### config.mk
export PLATFORM = sky130hd
export DESIGN_NAME = logic_unit_pipe
export DESIGN_NICKNAME = d
export VERILOG_FILES = /design/src/rtl/logic_unit_pipe.sv
export SDC_FILE = /design/constraint.sdc
export NUM_CORES = 1
export LEC_CHECK = 0
export ABC_AREA = 1
export BUFFER_PORTS_ARGS = -buffer_cell sky130_fd_sc_hd__clkbuf_2
export CAP_MARGIN = 20
export CORE_AREA = 8 8 73 75
export DETAILED_ROUTE_END_ITERATION = 7
export DIE_AREA = 0 0 81 83
export GPL_TIMING_DRIVEN = 1
export PLACE_DENSITY = 0.67
export SYNTH_ARGS = -nofsm -noshare
export SYNTH_HDL_FRONTEND = slang
export SYNTH_SLANG_ARGS = --single-unit
### constraint.sdc
create_clock -name clk -period 5 [get_ports clk]
set_clock_uncertainty 0.2 [all_clocks]
set_input_delay 1 -clock clk [delete_from_list [all_inputs] [get_ports clk]]
set_output_delay 1 -clock clk [all_outputs]
set_load 0.02 [all_outputs]
### src/rtl/logic_unit_pipe.sv
// Registered bitwise logic unit: one operation per accepted bundle, one-deep output
// register with zero/parity flags and a wrapping count of accepted bundles.
module logic_unit_pipe #(
  parameter int WIDTH = 8,
  parameter int CNT_W = 8
) (
  input  logic             clk,
  input  logic             rst_n,
  input  logic             in_valid,
  output logic             in_ready,
  input  logic [WIDTH-1:0] a,
  input  logic [WIDTH-1:0] b,
  input  logic [2:0]       op,
  output logic             out_valid,
  input  logic             out_ready,
  output logic [WIDTH-1:0] y,
  output logic             zero,
  output logic             parity,
  output logic [CNT_W-1:0] op_count
);

  // Handshake: a bundle transfers on any edge where in_valid && in_ready; a result
  // leaves on any edge where out_valid && out_ready. in_ready never looks at in_valid,
  // so a full register still takes a new bundle in the same cycle it drains.
  logic             accept;
  logic             drain;
  logic [WIDTH-1:0] f;

  assign in_ready = !out_valid || out_ready;
  assign accept   = in_valid && in_ready;
  assign drain    = out_valid && out_ready;

  always_comb begin
    f = '0;
    case (op)
      3'd0: f = a & b;
      3'd1: f = a | b;
      3'd2: f = ~a;
      3'd3: f = ~(a & b);
      3'd4: f = ~(a | b);
      3'd5: f = a ^ b;
      3'd6: f = ~(a ^ b);
      3'd7: f = b;
      default: f = '0;
    endcase
  end

  always_ff @(posedge clk) begin
    if (!rst_n) begin
      out_valid <= 1'b0;
      y         <= '0;
      zero      <= 1'b0;
      parity    <= 1'b0;
      op_count  <= '0;
    end else begin
      if (accept) begin
        y        <= f;
        zero     <= (f == '0);
        parity   <= ^f;
        op_count <= op_count + CNT_W'(1);
      end
      // Result data is left untouched on a plain drain; only the valid flag drops.
      if (accept) begin
        out_valid <= 1'b1;
      end else if (drain) begin
        out_valid <= 1'b0;
      end
    end
  end

endmodule
==> impl_metrics.csv <==
group,metric,value,unit
finish,multi_input_area,1200,µm²
sta,worstMarginPinSlew,0.592,ns
sta,finalHoldViolations,0,
clock_tree,cts-root-buf,"clkbuf_8",
worst_hold_path,hp-class,"reg -> reg",
clock_tree,clock_sinks,19,
sta,final_max_slew_viol_count,0,
synth,synth_cell_type_count,27,
critical_path,slowest_stage,"clkbuf_2",
synth,netlist_instances,285,
clock_tree,clock_latency,0.26,ns
synth,synth_top_cell_area_share,20.9,%
synth,syn-cell-area,1820,µm²
pwr,p_total,427,µW
global_routing,grt_max_degree,25,
critical_path,crit_type,"in -> reg",
routing,drtIter0Drc,94,
critical_path,crit_arrival,3.12,ns
place,port_buffers,42,
clock_tree,cts_buffer_depth,2,
finish,synthToLayoutAreaGrowth,13.7,%
job,drv_cap,0,
critical_path,crit_buf_inv,2,
routing,num_vias,1853,
sta,finalCriticalPeriod,3.18,ns
routing,drt_wl_total,4.38,mm
sta,slew_headroom,60.4,%
pwr,ir_drop,73.7,µV
clock_tree,post_cts_resized,0,
synth,synth_area_leaders,"dfxtp_1 21%, ha_1 14%, nand2_1 13%",
floorplanning,rows,24,
clock_tree,htreeDepth,1,
critical_path,max_stage_delay,0.46,ns
sta,finalSetupViolations,0,
synth,yosys.area.top_type,"dfxtp_1",
clock_tree,cts_buffers,3,
global_routing,overflow,0,
place,hpwlAfterDp,3.45,mm
synth,syn_nets,329,
clock_tree,clk_pin_slew,0.07,ns
critical_path,critPathLaunchType,"primary input",
finish,fillers,457,
sta,fin_crit_sh,63.5,%
critical_path,worstPathRequired,4.95,ns
place,place_congestion,0.888,
global_routing,track_usage,13.9,%
synth,avgSynthCellArea,6.38,µm²
synth,ys_warn_count,0,
floorplanning,die_h,83,µm
critical_path,path_cells,"clkbuf_2 -> nand3_1 -> o21ai_0 -> nor2_1 -> and3_1 -> ha_1 -> xor2_1 -> xnor2_1 -> o21ai_0 -> inv_1",
sta,tns,0,ns
clock_tree,cts_hold_buffers,0,
clock_tree,cts_tree,"built",
floorplanning,core_area,4200,µm²
pwr,leakagePower,0.00115,µW
routing,wire_per_inst,11.7,µm
finish,fin_nets,367,
finish,layout-drive-gt1-share,17.4,%
place,placed_cells,370,
status,status,"finished, final reports clean",
finish,seqCellArea,380,µm²
critical_path,crit_top_cell,"o21ai_0",
finish,layout.cells.non_filler,374,
global_routing,grt_pass1_wl,7.85,mm
sta,rsz0062_at_grt,"false",
global_routing,antenna_found_initial,0,
floorplanning,die_area,6720,µm²
routing,dr.pass1.iters,4,
routing,drc,0,
global_routing,grt_pass1_vias,1847,
routing,antenna_left,0,
finish,diodes,0,
floorplanning,initial_core_util,43.3,%
sta,fmax,315,MHz
floorplanning,die_w,81,µm
critical_path,cp_top_family,"simple AND/OR/NAND/NOR gates",
pwr,pwr_density_cell,206,nW/µm²
clock_tree,cts_setup_buffers,0,
critical_path,worstSetupEndpointType,"flop",
synth,ys_seq_area_share,20.9,%
critical_path,cp_max_fo,24,
routing,via_per_inst,4.95,
synth,synth_seq_cells,19,
floorplanning,pin_count,43,
sequential cells by signal, summed over array words and instances (netlist names):
| name | cells |
|---|---|
| zero | 1 |
| parity | 1 |
| out_valid | 1 |
| y | 8 |
| op_count | 8 |
cell usage after synthesis:
cell type / number
buf_6: 4
o21ai_0: 11
nor2_4: 2
nand4_1: 19
nand2_1: 63
nor2_8: 1
nor2_1: 49
a21oi_4: 1
nand3b_1: 8
nor2_2: 1
inv_1: 42
o21ai_1: 3
buf_2: 4
a21oi_1: 6
dfxtp_1: 19
a21oi_2: 1
xor2_1: 1
o21bai_1: 1
nand3_2: 1
and3_1: 7
ha_1: 21
buf_4: 1
inv_2: 1
xnor2_1: 2
nand2_2: 2
clkinv_1: 1
nand3_1: 13
per-layer routing:
layer	up-vias	track usage, %	part of all wire [%]
met5	-	0	0
met4	0	5.69	2.2
met3	9	2.37	6.6
met2	45	23.1	45
met1	812	17.0	46
li1	987	-	-
through the flow:
step	hold slack (ns)	utilization, %	cell area [µm²]	worst slack [ns]
2_1_floorplan	0.331	-	1820	2.21
3_3_place_gp	0.253	48.1	2020	1.58
3_5_place_dp	0.259	48.1	2020	1.58
4_1_cts	0.271	49.2	2070	1.85
5_1_grt	0.300	49.2	2070	1.60
6_report	0.273	49.2	2070	1.82
final timing paths:
check,startpoint,end,slack (ns),depth (start not counted)
worst max-delay path,op[2],parity$_SDFFE_PN0P_,1.82,10
worst min-delay path,op_count[5]$_SDFFE_PN0P_,op_count[5]$_SDFFE_PN0P_,0.27,2
worst max register to register,out_valid$_SDFFE_PN0P_,op_count[6]$_SDFFE_PN0P_,3.19,6
worst min register to register,op_count[5]$_SDFFE_PN0P_,op_count[5]$_SDFFE_PN0P_,0.27,2
logic make-up after synthesis:
kind of cell,share of synthesized area [%]
AOI/OAI and AO/OA,7.29
and+or+nand+nor,42.8
adders and majority gates,14.4
xor gates and xnor gates,1.44
buffers and inverters,13.1
DFF,20.9
tightest hold or removal path: cells and delay by family (launching register included):
family | cells | cell delay [ns]
flip-flops | 1 | 0.33
buffers and inverters | 1 | 0.05
AO/OA/AOI/OAI | 1 | 0.05
area by class of cell:
class                      instances  area share, %
clock buffer                       3           2.00
clock inverter                     1          0.242
inverter                          44           7.99
multi-input combinational        213           58.1
sequential                        19           18.4
tap                               52           3.15
timing repair buffer              42           10.2
where the power goes:
group | internal, µW | total [µW] | switching (µW)
combinational | 60.1 | 154 | 93.4
sequential | 162 | 168 | 6.52
clock | 55.4 | 105 | 49.6
cell usage in the layout, fill, tap and decap left out, types with 2 or more instances in the layout:
cell type | Yosys | routed
a21oi_1 | 6 | 6
and3_1 | 7 | 7
clkbuf_2 | 0 | 42
clkbuf_8 | 0 | 3
dfxtp_1 | 19 | 19
ha_1 | 21 | 21
inv_1 | 42 | 42
nand2_1 | 63 | 63
nand2_2 | 2 | 2
nand3_1 | 13 | 13
nand3b_1 | 8 | 8
nand4_1 | 19 | 19
nor2_1 | 49 | 49
nor2_4 | 2 | 2
o21ai_0 | 11 | 11
o21ai_1 | 3 | 3
xnor2_1 | 2 | 2
No activity file was read; power rests on OpenSTA's default activity.
